==> src/rtl/fetch_sequencer_pkg.sv <==
// Shared types for the fetch sequencer: FSM state codes, next-PC select and parameter defaults.
// FETCH_SEQ_PERF_EN adds the saturating-increment helper used by the perf counters.
package fetch_sequencer_pkg;

  typedef logic [1:0] fetch_seq_state_t;

  localparam fetch_seq_state_t ST_BOOT  = 2'd0;
  localparam fetch_seq_state_t ST_RUN   = 2'd1;
  localparam fetch_seq_state_t ST_FLUSH = 2'd2;
  localparam fetch_seq_state_t ST_HALT  = 2'd3;

  // Encoding is shared with cu_if_t, so the values are pinned.
  typedef enum logic [1:0] {
    SEL_KEEP       = 2'd0,
    SEL_BP_OR_PC_4 = 2'd1,
    SEL_JUMP       = 2'd2,
    SEL_DEBUG      = 2'd3
  } next_pc_sel_t;

  localparam int unsigned FETCH_RETRY_TIMEOUT = 16;
  localparam int unsigned FETCH_MAX_RETRIES   = 3;
  localparam int unsigned FETCH_FLUSH_CYCLES  = 4;

`ifdef FETCH_SEQ_PERF_EN
  function automatic logic [31:0] sat_inc32(input logic [31:0] v);
    return (v == 32'hFFFF_FFFF) ? v : v + 32'd1;
  endfunction
`endif

endpackage

==> src/rtl/fetch_sequencer_if.sv <==
// Control/icache bundle between the control unit, debug module, icache and the fetch sequencer.
// FETCH_SEQ_PERF_EN adds the four 32-bit perf counter outputs.
interface fetch_sequencer_if;

  // Handshake: icache_resp_valid_i is a single-cycle strobe with no back-pressure; the
  // sequencer qualifies it in the same cycle with resp_keep_o (0 means drop it as stale).
  logic stall_i;
  logic redirect_i;
  logic debug_halt_req_i;
  logic debug_resume_i;
  logic fence_i_req_i;
  logic icache_ready_i;
  logic icache_resp_valid_i;

  fetch_sequencer_pkg::next_pc_sel_t     next_pc_sel_o;
  logic                                  invalidate_icache_o;
  logic                                  invalidate_buffer_o;
  logic                                  retry_fetch_o;
  logic                                  stall_debug_o;
  logic                                  debug_halted_o;
  logic                                  fence_done_o;
  logic                                  resp_keep_o;
  logic                                  fetch_err_o;
  fetch_sequencer_pkg::fetch_seq_state_t fsm_state_o;

`ifdef FETCH_SEQ_PERF_EN
  logic [31:0] perf_stall_cyc_o;
  logic [31:0] perf_retry_o;
  logic [31:0] perf_redirect_o;
  logic [31:0] perf_drop_o;

  modport master (
    output stall_i, redirect_i, debug_halt_req_i, debug_resume_i, fence_i_req_i,
           icache_ready_i, icache_resp_valid_i,
    input  next_pc_sel_o, invalidate_icache_o, invalidate_buffer_o, retry_fetch_o,
           stall_debug_o, debug_halted_o, fence_done_o, resp_keep_o, fetch_err_o, fsm_state_o,
           perf_stall_cyc_o, perf_retry_o, perf_redirect_o, perf_drop_o
  );
  modport slave (
    input  stall_i, redirect_i, debug_halt_req_i, debug_resume_i, fence_i_req_i,
           icache_ready_i, icache_resp_valid_i,
    output next_pc_sel_o, invalidate_icache_o, invalidate_buffer_o, retry_fetch_o,
           stall_debug_o, debug_halted_o, fence_done_o, resp_keep_o, fetch_err_o, fsm_state_o,
           perf_stall_cyc_o, perf_retry_o, perf_redirect_o, perf_drop_o
  );
`else
  modport master (
    output stall_i, redirect_i, debug_halt_req_i, debug_resume_i, fence_i_req_i,
           icache_ready_i, icache_resp_valid_i,
    input  next_pc_sel_o, invalidate_icache_o, invalidate_buffer_o, retry_fetch_o,
           stall_debug_o, debug_halted_o, fence_done_o, resp_keep_o, fetch_err_o, fsm_state_o
  );
  modport slave (
    input  stall_i, redirect_i, debug_halt_req_i, debug_resume_i, fence_i_req_i,
           icache_ready_i, icache_resp_valid_i,
    output next_pc_sel_o, invalidate_icache_o, invalidate_buffer_o, retry_fetch_o,
           stall_debug_o, debug_halted_o, fence_done_o, resp_keep_o, fetch_err_o, fsm_state_o
  );
`endif

endinterface

==> src/rtl/fetch_sequencer_retry_timer.sv <==
// Fetch timeout timer: counts wait cycles of the outstanding request, pulses on timeout,
// counts consecutive retries and raises a sticky error once the retry budget is spent.
module fetch_sequencer_retry_timer #(
  parameter int unsigned RETRY_TIMEOUT = 16,
  parameter int unsigned MAX_RETRIES   = 3
) (
  input  logic clk_i,
  input  logic rstn_i,
  input  logic count_en_i,
  input  logic clear_i,
  input  logic resp_i,
  input  logic err_clear_i,
  output logic timeout_pulse_o,
  output logic err_o
);

  localparam logic [7:0] TIMER_LAST = 8'(RETRY_TIMEOUT - 1);
  localparam logic [3:0] RETRY_MAX  = 4'(MAX_RETRIES);

  logic [7:0] timer_q, timer_d;
  logic [3:0] retry_cnt_q, retry_cnt_d;
  logic       err_q, err_d;
  logic       hit, err_set;

  always_comb begin
    timer_d     = timer_q;
    retry_cnt_d = retry_cnt_q;
    hit         = 1'b0;
    err_set     = 1'b0;
    if (clear_i || resp_i) begin
      timer_d     = 8'd0;
      retry_cnt_d = 4'd0;
    end else if (count_en_i) begin
      if (timer_q == TIMER_LAST) begin
        hit     = 1'b1;
        timer_d = 8'd0;
        // Budget exhausted: flag the error and leave the count saturated.
        if (retry_cnt_q == RETRY_MAX) err_set = 1'b1;
        else                          retry_cnt_d = retry_cnt_q + 4'd1;
      end else begin
        timer_d = timer_q + 8'd1;
      end
    end
    if (err_clear_i)  err_d = 1'b0;
    else if (err_set) err_d = 1'b1;
    else              err_d = err_q;
  end

  always_ff @(posedge clk_i or negedge rstn_i) begin
    if (!rstn_i) begin
      timer_q     <= 8'd0;
      retry_cnt_q <= 4'd0;
      err_q       <= 1'b0;
    end else begin
      timer_q     <= timer_d;
      retry_cnt_q <= retry_cnt_d;
      err_q       <= err_d;
    end
  end

  assign timeout_pulse_o = hit;
  assign err_o           = err_q | err_set;

endmodule

==> src/rtl/fetch_sequencer.sv <==
// Fetch sequencer: picks the next-PC source for if_stage_1 and drives icache flush/retry and
// debug halt. Define FETCH_SEQ_PERF_EN to add saturating perf counters.
module fetch_sequencer
  import fetch_sequencer_pkg::*;
#(
  parameter int unsigned RETRY_TIMEOUT = FETCH_RETRY_TIMEOUT,
  parameter int unsigned MAX_RETRIES   = FETCH_MAX_RETRIES,
  parameter int unsigned FLUSH_CYCLES  = FETCH_FLUSH_CYCLES
) (
  input logic              clk_i,
  input logic              rstn_i,
  fetch_sequencer_if.slave bus
);

  localparam logic [4:0] FLUSH_MIN = 5'(FLUSH_CYCLES);

  fetch_seq_state_t state_q, state_d;
  logic             outstanding_q, outstanding_d;
  logic             kill_q, kill_d;
  logic             redir_pend_q, redir_pend_d;
  logic [3:0]       flush_cnt_q, flush_cnt_d;

  next_pc_sel_t sel;
  logic inv_ic, inv_buf, done, keep, sdbg, halted;
  logic tmr_clear, err_clear, count_en, timeout, fetch_err, resp;

  assign resp     = bus.icache_resp_valid_i;
  assign count_en = outstanding_q & ~resp & ~bus.stall_i;

  always_comb begin
    state_d       = state_q;
    outstanding_d = outstanding_q & ~resp;
    kill_d        = kill_q & ~resp;
    redir_pend_d  = redir_pend_q;
    flush_cnt_d   = flush_cnt_q;
    sel           = SEL_KEEP;
    inv_ic        = 1'b0;
    inv_buf       = 1'b0;
    done          = 1'b0;
    keep          = 1'b0;
    sdbg          = 1'b0;
    halted        = 1'b0;
    tmr_clear     = 1'b0;
    err_clear     = 1'b0;
    case (state_q)
      ST_BOOT: state_d = ST_RUN;
      ST_RUN: begin
        if (bus.debug_halt_req_i) begin
          state_d = ST_HALT;
        end else if (bus.redirect_i) begin
          sel       = SEL_JUMP;
          inv_buf   = 1'b1;
          // A response landing this cycle is already dropped, so only a still-pending one is killed.
          kill_d    = outstanding_q & ~resp;
          tmr_clear = 1'b1;
          err_clear = 1'b1;
        end else if (bus.fence_i_req_i) begin
          inv_ic        = 1'b1;
          inv_buf       = 1'b1;
          state_d       = ST_FLUSH;
          flush_cnt_d   = 4'd0;
          redir_pend_d  = 1'b0;
          outstanding_d = 1'b0;
          kill_d        = 1'b0;
          tmr_clear     = 1'b1;
        end else begin
          keep = resp & ~kill_q;
          if (!bus.stall_i) begin
            outstanding_d = 1'b1;
            if (keep) sel = SEL_BP_OR_PC_4;
          end
        end
      end
      ST_FLUSH: begin
        if (flush_cnt_q != 4'hF) flush_cnt_d = flush_cnt_q + 4'd1;
        if (bus.redirect_i) redir_pend_d = 1'b1;
        // flush_cnt_q counts earlier FLUSH cycles; this cycle is number flush_cnt_q+1.
        if ((({1'b0, flush_cnt_q} + 5'd1) >= FLUSH_MIN) && bus.icache_ready_i) begin
          done    = 1'b1;
          state_d = ST_RUN;
          if (redir_pend_q || bus.redirect_i) begin
            sel       = SEL_JUMP;
            inv_buf   = 1'b1;
            tmr_clear = 1'b1;
            err_clear = 1'b1;
          end else begin
            sel = SEL_BP_OR_PC_4;
          end
        end
      end
      default: begin
        sdbg   = 1'b1;
        halted = ~outstanding_q;
        if (halted && bus.debug_resume_i) begin
          sel       = SEL_DEBUG;
          inv_buf   = 1'b1;
          state_d   = ST_RUN;
          kill_d    = 1'b0;
          tmr_clear = 1'b1;
        end
      end
    endcase
  end

  always_ff @(posedge clk_i or negedge rstn_i) begin
    if (!rstn_i) begin
      state_q       <= ST_BOOT;
      outstanding_q <= 1'b0;
      kill_q        <= 1'b0;
      redir_pend_q  <= 1'b0;
      flush_cnt_q   <= 4'd0;
    end else begin
      state_q       <= state_d;
      outstanding_q <= outstanding_d;
      kill_q        <= kill_d;
      redir_pend_q  <= redir_pend_d;
      flush_cnt_q   <= flush_cnt_d;
    end
  end

  fetch_sequencer_retry_timer #(
    .RETRY_TIMEOUT (RETRY_TIMEOUT),
    .MAX_RETRIES   (MAX_RETRIES)
  ) u_retry_timer (
    .clk_i           (clk_i),
    .rstn_i          (rstn_i),
    .count_en_i      (count_en),
    .clear_i         (tmr_clear),
    .resp_i          (resp),
    .err_clear_i     (err_clear),
    .timeout_pulse_o (timeout),
    .err_o           (fetch_err)
  );

  assign bus.next_pc_sel_o       = sel;
  assign bus.invalidate_icache_o = inv_ic;
  assign bus.invalidate_buffer_o = inv_buf;
  assign bus.retry_fetch_o       = timeout;
  assign bus.stall_debug_o       = sdbg;
  assign bus.debug_halted_o      = halted;
  assign bus.fence_done_o        = done;
  assign bus.resp_keep_o         = keep;
  assign bus.fetch_err_o         = fetch_err;
  assign bus.fsm_state_o         = state_q;

`ifdef FETCH_SEQ_PERF_EN
  logic        stall_taken;
  logic [31:0] perf_stall_q, perf_retry_q, perf_redirect_q, perf_drop_q;

  assign stall_taken = (state_q == ST_RUN) & ~bus.debug_halt_req_i & ~bus.redirect_i &
                       ~bus.fence_i_req_i & bus.stall_i;

  always_ff @(posedge clk_i or negedge rstn_i) begin
    if (!rstn_i) begin
      perf_stall_q    <= 32'd0;
      perf_retry_q    <= 32'd0;
      perf_redirect_q <= 32'd0;
      perf_drop_q     <= 32'd0;
    end else begin
      if (stall_taken)      perf_stall_q    <= sat_inc32(perf_stall_q);
      if (timeout)          perf_retry_q    <= sat_inc32(perf_retry_q);
      if (sel == SEL_JUMP)  perf_redirect_q <= sat_inc32(perf_redirect_q);
      if (resp && !keep)    perf_drop_q     <= sat_inc32(perf_drop_q);
    end
  end

  assign bus.perf_stall_cyc_o = perf_stall_q;
  assign bus.perf_retry_o     = perf_retry_q;
  assign bus.perf_redirect_o  = perf_redirect_q;
  assign bus.perf_drop_o      = perf_drop_q;
`endif

endmodule

==> src/flat_wrapper.sv <==
// flat-port wrapper written by rule: the top's interface ports become plain ports
module fetch_sequencer_flat import fetch_sequencer_pkg::*;
#(
  parameter int unsigned RETRY_TIMEOUT = FETCH_RETRY_TIMEOUT,
  parameter int unsigned MAX_RETRIES   = FETCH_MAX_RETRIES,
  parameter int unsigned FLUSH_CYCLES  = FETCH_FLUSH_CYCLES
)
  (clk_i, rstn_i, bus_stall_i, bus_redirect_i, bus_debug_halt_req_i, bus_debug_resume_i, bus_fence_i_req_i, bus_icache_ready_i, bus_icache_resp_valid_i, bus_next_pc_sel_o, bus_invalidate_icache_o, bus_invalidate_buffer_o, bus_retry_fetch_o, bus_stall_debug_o, bus_debug_halted_o, bus_fence_done_o, bus_resp_keep_o, bus_fetch_err_o, bus_fsm_state_o);
  fetch_sequencer_if bus_i ();
  input logic clk_i;
  input logic rstn_i;
  input wire logic [$bits(bus_i.stall_i)-1:0] bus_stall_i;
  input wire logic [$bits(bus_i.redirect_i)-1:0] bus_redirect_i;
  input wire logic [$bits(bus_i.debug_halt_req_i)-1:0] bus_debug_halt_req_i;
  input wire logic [$bits(bus_i.debug_resume_i)-1:0] bus_debug_resume_i;
  input wire logic [$bits(bus_i.fence_i_req_i)-1:0] bus_fence_i_req_i;
  input wire logic [$bits(bus_i.icache_ready_i)-1:0] bus_icache_ready_i;
  input wire logic [$bits(bus_i.icache_resp_valid_i)-1:0] bus_icache_resp_valid_i;
  output wire logic [$bits(bus_i.next_pc_sel_o)-1:0] bus_next_pc_sel_o;
  output wire logic [$bits(bus_i.invalidate_icache_o)-1:0] bus_invalidate_icache_o;
  output wire logic [$bits(bus_i.invalidate_buffer_o)-1:0] bus_invalidate_buffer_o;
  output wire logic [$bits(bus_i.retry_fetch_o)-1:0] bus_retry_fetch_o;
  output wire logic [$bits(bus_i.stall_debug_o)-1:0] bus_stall_debug_o;
  output wire logic [$bits(bus_i.debug_halted_o)-1:0] bus_debug_halted_o;
  output wire logic [$bits(bus_i.fence_done_o)-1:0] bus_fence_done_o;
  output wire logic [$bits(bus_i.resp_keep_o)-1:0] bus_resp_keep_o;
  output wire logic [$bits(bus_i.fetch_err_o)-1:0] bus_fetch_err_o;
  output wire logic [$bits(bus_i.fsm_state_o)-1:0] bus_fsm_state_o;
  assign bus_i.stall_i = bus_stall_i;
  assign bus_i.redirect_i = bus_redirect_i;
  assign bus_i.debug_halt_req_i = bus_debug_halt_req_i;
  assign bus_i.debug_resume_i = bus_debug_resume_i;
  assign bus_i.fence_i_req_i = bus_fence_i_req_i;
  assign bus_i.icache_ready_i = bus_icache_ready_i;
  assign bus_i.icache_resp_valid_i = bus_icache_resp_valid_i;
  assign bus_next_pc_sel_o = bus_i.next_pc_sel_o;
  assign bus_invalidate_icache_o = bus_i.invalidate_icache_o;
  assign bus_invalidate_buffer_o = bus_i.invalidate_buffer_o;
  assign bus_retry_fetch_o = bus_i.retry_fetch_o;
  assign bus_stall_debug_o = bus_i.stall_debug_o;
  assign bus_debug_halted_o = bus_i.debug_halted_o;
  assign bus_fence_done_o = bus_i.fence_done_o;
  assign bus_resp_keep_o = bus_i.resp_keep_o;
  assign bus_fetch_err_o = bus_i.fetch_err_o;
  assign bus_fsm_state_o = bus_i.fsm_state_o;
  fetch_sequencer #(.RETRY_TIMEOUT(RETRY_TIMEOUT), .MAX_RETRIES(MAX_RETRIES), .FLUSH_CYCLES(FLUSH_CYCLES)) u_core (.clk_i(clk_i), .rstn_i(rstn_i), .bus(bus_i));
endmodule
==> config.mk <==
export PLATFORM = sky130hd
export DESIGN_NAME = fetch_sequencer_flat
export DESIGN_NICKNAME = d
export VERILOG_FILES = /design/src/rtl/fetch_sequencer_pkg.sv /design/src/rtl/fetch_sequencer_if.sv /design/src/rtl/fetch_sequencer_retry_timer.sv /design/src/rtl/fetch_sequencer.sv /design/src/flat_wrapper.sv
export SDC_FILE = /design/constraint.sdc
export NUM_CORES = 1
export LEC_CHECK = 0
export ABC_AREA = 1
export BUFFER_PORTS_ARGS = -buffer_cell sky130_fd_sc_hd__buf_2
export CORE_ASPECT_RATIO = 0.5
export CORE_UTILIZATION = 55
export DETAILED_ROUTE_END_ITERATION = 6
export PLACE_DENSITY_LB_ADDON = 0.2
export SLEW_MARGIN = 40
export SYNTH_ARGS = -nofsm -noshare
export SYNTH_HDL_FRONTEND = slang
export SYNTH_SLANG_ARGS = --single-unit
export TNS_END_PERCENT = 10
==> constraint.sdc <==
create_clock -name clk_i -period 2.3 [get_ports clk_i]
set_input_delay 0.23 -clock clk_i [delete_from_list [all_inputs] [get_ports clk_i]]
set_output_delay 0.23 -clock clk_i [all_outputs]
set_load 0.03 [all_outputs]
==> results.sh, run 1 <==
export IMPL_wl_per_cell_um=12.3
export IMPL_final_area_um2=1760
export IMPL_clk_pin_slew_ns=0.08
export IMPL_syn_cell_area_um2=1520
export IMPL_grt_remaining_overflow=0
export IMPL_grtUsageTotal=0.234
export IMPL_ios=21
export IMPL_grt_max_degree=23
export IMPL_synth_edf_count=0
export IMPL_synth_xor_area_frac=0.0287
export IMPL_fin_util=0.671
export IMPL_vias=1428
export IMPL_fmax_mhz=458
export IMPL_synth_compound_area_frac=0.0985
export IMPL_start_kind="flop"
export IMPL_worst_slew_pin_slew_ns=0.500
export IMPL_chipHeight_um=39.2
export IMPL_power_total_mw=1.50
export IMPL_synth_top_cell_by_area="dfrtp_1"
export IMPL_min_period_ns=2.18
export IMPL_fin_ws_ns=0.118
export IMPL_synthAdderAreaFrac=0.0657
export IMPL_fin_cells=264
export IMPL_drtIter0Drc=105
export IMPL_status="finished clean"
export IMPL_yosysWarnings=0
export IMPL_async_flop_share=1.00
export IMPL_dr_pass1_iters=4
export IMPL_ctsLongestPathBuffers=2
export IMPL_start_util=0.582
export IMPL_drt_total_wl_mm=3.25
export IMPL_hold_path_class="in -> reg"
export IMPL_place_ws_ns=0.373
export IMPL_synthSimpleGateAreaFrac=0.360
export IMPL_core_um2=2620
export IMPL_critPathMaxFanout=7
export IMPL_finalHoldWorstSlack_ns=0.360
export IMPL_drc_errors=0
export IMPL_setup_tns_ns=0
export IMPL_dp_cells=258
export IMPL_cp_end_kind="output port"
export IMPL_avgSynthCellArea_um2=7.62
export IMPL_layout_drive_gt1_share=0.233
export IMPL_numPortBuffers=20
export IMPL_cts_max_level=1
export IMPL_cts_buffers=3
export IMPL_place_congestion=0.851
export IMPL_yosys_top_cells_count="43 x nand2_1, 24 x inv_1, 22 x dfrtp_1, 19 x nor2_1, 16 x nand3_1"
export IMPL_antenna_cells=0
export IMPL_viasPerCell=5.41
export IMPL_vdd_ir_drop_max_uv=511
export IMPL_placed_area_um2=1680
export IMPL_clock_tree_root_cell="clkbuf_8"
export IMPL_dp_final_hpwl_mm=2.43
export IMPL_syn_to_final_growth_pct=15.4
export IMPL_synth_ff_type="dfrtp_1"
export IMPL_muxShareOfSynthArea=0
export IMPL_synth_top_family_by_area="simple AND/OR/NAND/NOR gates"
export IMPL_syn_num_nets=217
export IMPL_die_x_um=76.4
export IMPL_final_nets=245
export IMPL_yosys_area_top_type_share=0.361
export IMPL_cp_arrival_ns=1.95
export IMPL_yosysUniqueCellTypes=31
export IMPL_cts_tree="yes"
export IMPL_setup_viol_count_final=0
export IMPL_grt_pass1_vias=1238
export IMPL_maxCapViolCount=0
export IMPL_synth_area_leaders="dfrtp_1 36%, nand2_1 11%, ha_1 6.6%"
export IMPL_drv_slew=0
export IMPL_antenna_found_initial=0
export IMPL_die_area_um2=3000
export IMPL_powerDensity_nw_per_um2=852
export IMPL_power_leakage_nw=0.937
export IMPL_critPathKind="reg -> out"
export IMPL_placementRows=13
export IMPL_syn_inst=200
export IMPL_synth_seq_cells=22
export IMPL_fin_crit_sh=0.949
export IMPL_cts_sinks=22
export IMPL_fin_skew_ns=0.00448
export IMPL_clk_latency_ns=0.26
export IMPL_ant_nets=0
export IMPL_hold_viol_final=0
export IMPL_yosysSeqAreaShare=0.361
export IMPL_max_slew_margin=0.666
export IMPL_yosysMostFrequentCell="nand2_1"
export IMPL_cp_required_ns=2.07
export IMPL_grt_pass1_wl_mm=5.30
export IMPL_rsz0062_at_grt="no"
[cell families (layout without fill, tap and decap cells)]
kind of cell / after synthesis / count (layout)
AOI/OAI and AO/OA: 25 / 25
xor gates and xnor gates: 5 / 5
adders and majority gates: 8 / 8
buffers and inverters: 34 / 61
DFF: 22 / 22
and+or+nand+nor: 106 / 106
[worst max-delay path: stages, from the launching register on]
cell and delay [ns]:
dfrtp_1 0.42, inv_1 0.08, ha_1 0.29, nand4_1 0.16, nand2_2 0.08, nand2_2 0.08, nand2_2 0.07, nor2_4 0.13
inv_2 0.08, nor2_1 0.09, clkbuf_4 0.19
[per-layer routing]
layer  GRT usage  routed length (um)  vias up
li1            -                   -      708
met2       0.437                1550       35
met1       0.277                1550      683
met3      0.0541                 130        2
met5           0                   0        -
met4      0.0817                  21        0
[repair_timing]
item / CTS / global route
endpoints found under the setup margin: 0 / 2
endpoints found under the hold margin: 22 / 0
buffers inserted: 0 / 1
hold buffers: 1 / 0
resized for setup: 0 / 3
[cell usage in the layout, fill, tap and decap left out, types with 2 or more instances in the layout]
cell / synthesis / routed
clkbuf_8: 0 / 4
o21ai_0: 10 / 10
nand4_1: 9 / 9
a21oi_1: 3 / 3
nand2_2: 4 / 4
dfrtp_1: 22 / 22
nand3_1: 16 / 16
buf_2: 0 / 18
nor2_4: 3 / 3
clkbuf_4: 0 / 2
inv_2: 9 / 9
nand2_1: 43 / 43
nand2_4: 2 / 2
o21ai_1: 4 / 4
xor2_1: 4 / 4
ha_1: 8 / 7
nor3b_1: 2 / 2
nor2_8: 2 / 2
inv_1: 24 / 24
nor3_1: 2 / 2
nor2_1: 19 / 19
buf_4: 0 / 2
nor3_2: 2 / 2
[registers in the layout, indices dropped and copies added, names as in the netlist]
register                          cells
u_core.redir_pend_q                   1
u_core.kill_q                         1
u_core.u_retry_timer.timer_q          8
u_core.outstanding_q                  1
u_core.u_retry_timer.retry_cnt_q      4
u_core.u_retry_timer.err_q            1
u_core.bus.fsm_state_o                2
u_core.flush_cnt_q                    4
[worst paths after layout]
check / start / to / slack [ns] / cells after the start
max: u_core.bus.fsm_state_o[0]$_DFFE_PN0P_ / bus_retry_fetch_o / 0.12 / 10
min: bus_icache_resp_valid_i / u_core.u_retry_timer.retry_cnt_q[0]$_DFFE_PN0P_ / 0.36 / 4
max reg2reg: u_core.bus.fsm_state_o[0]$_DFFE_PN0P_ / u_core.u_retry_timer.timer_q[4]$_DFFE_PN0P_ / 0.56 / 10
min reg2reg: u_core.u_retry_timer.err_q$_DFFE_PN0P_ / u_core.u_retry_timer.err_q$_DFFE_PN0P_ / 0.53 / 2
max in group asynchronous: rstn_i / u_core.u_retry_timer.timer_q[0]$_DFFE_PN0P_ / 1.50 / 2
min in group asynchronous: rstn_i / u_core.u_retry_timer.retry_cnt_q[2]$_DFFE_PN0P_ / 0.46 / 2
[cell type report]
| class | count | area, um^2 |
|---|---|---|
| Fill cell | 214 | 861 |
| Multi-Input combinational cell | 144 | 846 |
| Sequential cell | 22 | 551 |
| Timing Repair Buffer | 23 | 130 |
| Inverter | 34 | 130 |
| Clock buffer | 4 | 55.1 |
| Tap cell | 37 | 46.3 |
[report_power, final]
part	switching [mW]	internal (mW)
clock	0.129	0.153
combinational	0.491	0.216
sequential	0.0627	0.446
(Power assumes the default switching activity.)
==> inputs of run 2 (changes only) <==
==> constraint.sdc (replaced) <==
create_clock -name clk_i -period 2.3 [get_ports clk_i]
set_input_delay 0.46 -clock clk_i [delete_from_list [all_inputs] [get_ports clk_i]]
set_output_delay 0.46 -clock clk_i [all_outputs]
set_load 0.03 [all_outputs]
==> results.sh, run 2 (synthesis gave the netlist of run 1 again) <==
export IMPL_status="finished clean"
export IMPL_critPathKind="reg -> out"
export IMPL_worst_slew_pin_slew_ns=0.524
export IMPL_die_area_um2=3000
export IMPL_maxCapViolCount=0
export IMPL_dr_pass1_iters=4
export IMPL_max_slew_margin=0.650
export IMPL_vdd_ir_drop_max_uv=813
export IMPL_start_util=0.582
export IMPL_power_leakage_nw=1.04
export IMPL_critPathTopFamily="simple AND/OR/NAND/NOR gates"
export IMPL_drv_slew=0
export IMPL_clk_latency_ns=0.27
export IMPL_power_total_mw=1.73
export IMPL_grt_remaining_overflow=0
export IMPL_max_flop_register="u_core.u_retry_timer.timer_q"
export IMPL_finalHoldWorstSlack_ns=0.157
export IMPL_final_area_um2=1970
export IMPL_powerDensity_nw_per_um2=878
export IMPL_syn_to_final_growth_pct=29.2
export IMPL_fin_skew_ns=0.00542
export IMPL_layout_commonest_cell="nand2_1"
export IMPL_cts_sinks=22
export IMPL_cp_end_kind="output port"
export IMPL_fillers=188
export IMPL_chipHeight_um=39.2
export IMPL_wl_per_cell_um=13.2
export IMPL_reg_top3="u_core.u_retry_timer.timer_q x8, u_core.flush_cnt_q x4, u_core.u_retry_timer.retry_cnt_q x4"
export IMPL_min_period_ns=2.29
export IMPL_layout_common_cells="41 x nand2_1, 23 x inv_1, 22 x buf_4, 21 x dfrtp_1, 18 x buf_2"
export IMPL_setup_viol_count_final=0
export IMPL_fin_cells=283
export IMPL_grt_pass1_vias=1297
export IMPL_place_ws_ns=0.138
export IMPL_clk_pin_slew_ns=0.09
export IMPL_antenna_cells=0
export IMPL_placementRows=13
export IMPL_place_congestion=0.846
export IMPL_grt_max_degree=23
export IMPL_grt_pass1_wl_mm=5.79
export IMPL_placed_area_um2=1700
export IMPL_hold_viol_final=0
export IMPL_cts_tree="yes"
export IMPL_die_x_um=76.4
export IMPL_vias=1513
export IMPL_fin_util=0.752
export IMPL_layout_drive_gt1_share=0.341
export IMPL_critPathMaxFanout=4
export IMPL_cp_required_ns=1.84
export IMPL_critPathBufInv=2
export IMPL_viasPerCell=5.35
export IMPL_antenna_found_initial=0
export IMPL_max_stage_delay_ns=0.43
export IMPL_ctsLongestPathBuffers=2
export IMPL_fin_crit_sh=0.994
export IMPL_ios=21
export IMPL_drt_total_wl_mm=3.73
export IMPL_final_nets=264
export IMPL_cts_buffers=3
export IMPL_fin_ws_ns=0.0133
export IMPL_drc_errors=0
export IMPL_cts_max_level=1
export IMPL_ant_nets=0
export IMPL_rsz0062_at_grt="yes"
export IMPL_dp_final_hpwl_mm=2.38
export IMPL_slowest_stage="dfrtp_1"
export IMPL_cp_common_cell="nand2_2"
export IMPL_numPortBuffers=20
export IMPL_hold_path_class="in -> async"
export IMPL_cp_arrival_ns=1.83
export IMPL_core_um2=2620
export IMPL_grtUsageTotal=0.257
export IMPL_drtIter0Drc=126
export IMPL_start_kind="flop"
export IMPL_crit_chain="ha_2 > nand2_2 > nand2_2 > nand4_1 > nand2_2 > nand2_2 > nand2_2 > nor2_4 > inv_4 > nor2_4 > buf_6"
export IMPL_fmax_mhz=437
export IMPL_clock_tree_root_cell="clkbuf_8"
export IMPL_setup_tns_ns=0
export IMPL_dp_cells=260
export IMPL_largest_reg_flops=8
-- run 2: cell count changes in the layout (fill, tap and decap cells not counted), sizes merged --
cell	delta
dlygate4sd3	-1
clkbuf	-2
buf	+22
-- run 2: path summary, 6_finish.rpt --
check,from,end,slack [ns],cells past startpoint
max,u_core.flush_cnt_q[1]$_DFFE_PN0P_,bus_retry_fetch_o,0.01,11
min,rstn_i,u_core.u_retry_timer.err_q$_DFFE_PN0P_,0.16,1
max reg2reg,u_core.bus.fsm_state_o[1]$_DFFE_PN0P_,u_core.flush_cnt_q[0]$_DFFE_PN0P_,0.52,8
min reg2reg,u_core.u_retry_timer.err_q$_DFFE_PN0P_,u_core.u_retry_timer.err_q$_DFFE_PN0P_,0.53,2
max in group asynchronous,rstn_i,u_core.bus.fsm_state_o[0]$_DFFE_PN0P_,1.76,1
min in group clk_i,u_core.u_retry_timer.err_q$_DFFE_PN0P_,u_core.u_retry_timer.err_q$_DFFE_PN0P_,0.53,2
-- run 2: timing repair --
action / in CTS / in global routing
pin swaps: 2 / 12
setup buffers: 9 / 10
hold endpoints to repair: 0 / 0
resized for setup: 6 / 15
hold buffers: 0 / 0
gates cloned: 0 / 0
setup endpoints to repair: 3 / 4
-- run 2: where the power goes --
part	total (mW)	switching [mW]	internal, mW
clock network	0.290	0.137	0.153
logic	0.929	0.571	0.358
registers	0.509	0.0613	0.448
-- run 2: layer usage --
layer / up-vias / track usage / routed length, um
li1: 743 / - / -
met1: 719 / 0.321 / 1630
met2: 41 / 0.473 / 1880
met3: 10 / 0.0518 / 142
met4: 0 / 0.0577 / 80
met5: - / 0 / 0
-- run 2: worst register-to-register path: stages, from the launching register on --
cell	delay, ns
dfrtp_1	0.42
buf_4	0.15
ha_2	0.17
buf_4	0.15
inv_2	0.14
nor2_1	0.09
o21ai_2	0.28
inv_2	0.10
o21a_1	0.18
-- run 2: area by class of cell --
class                           count  area (um^2)  area share
Clock buffer                        4         55.1      0.0280
Inverter                           34          135      0.0686
Multi-Input combinational cell    144          903       0.459
Sequential cell                    22          552       0.280
Tap cell                           37         46.3      0.0235
Timing Repair Buffer               42          278       0.141
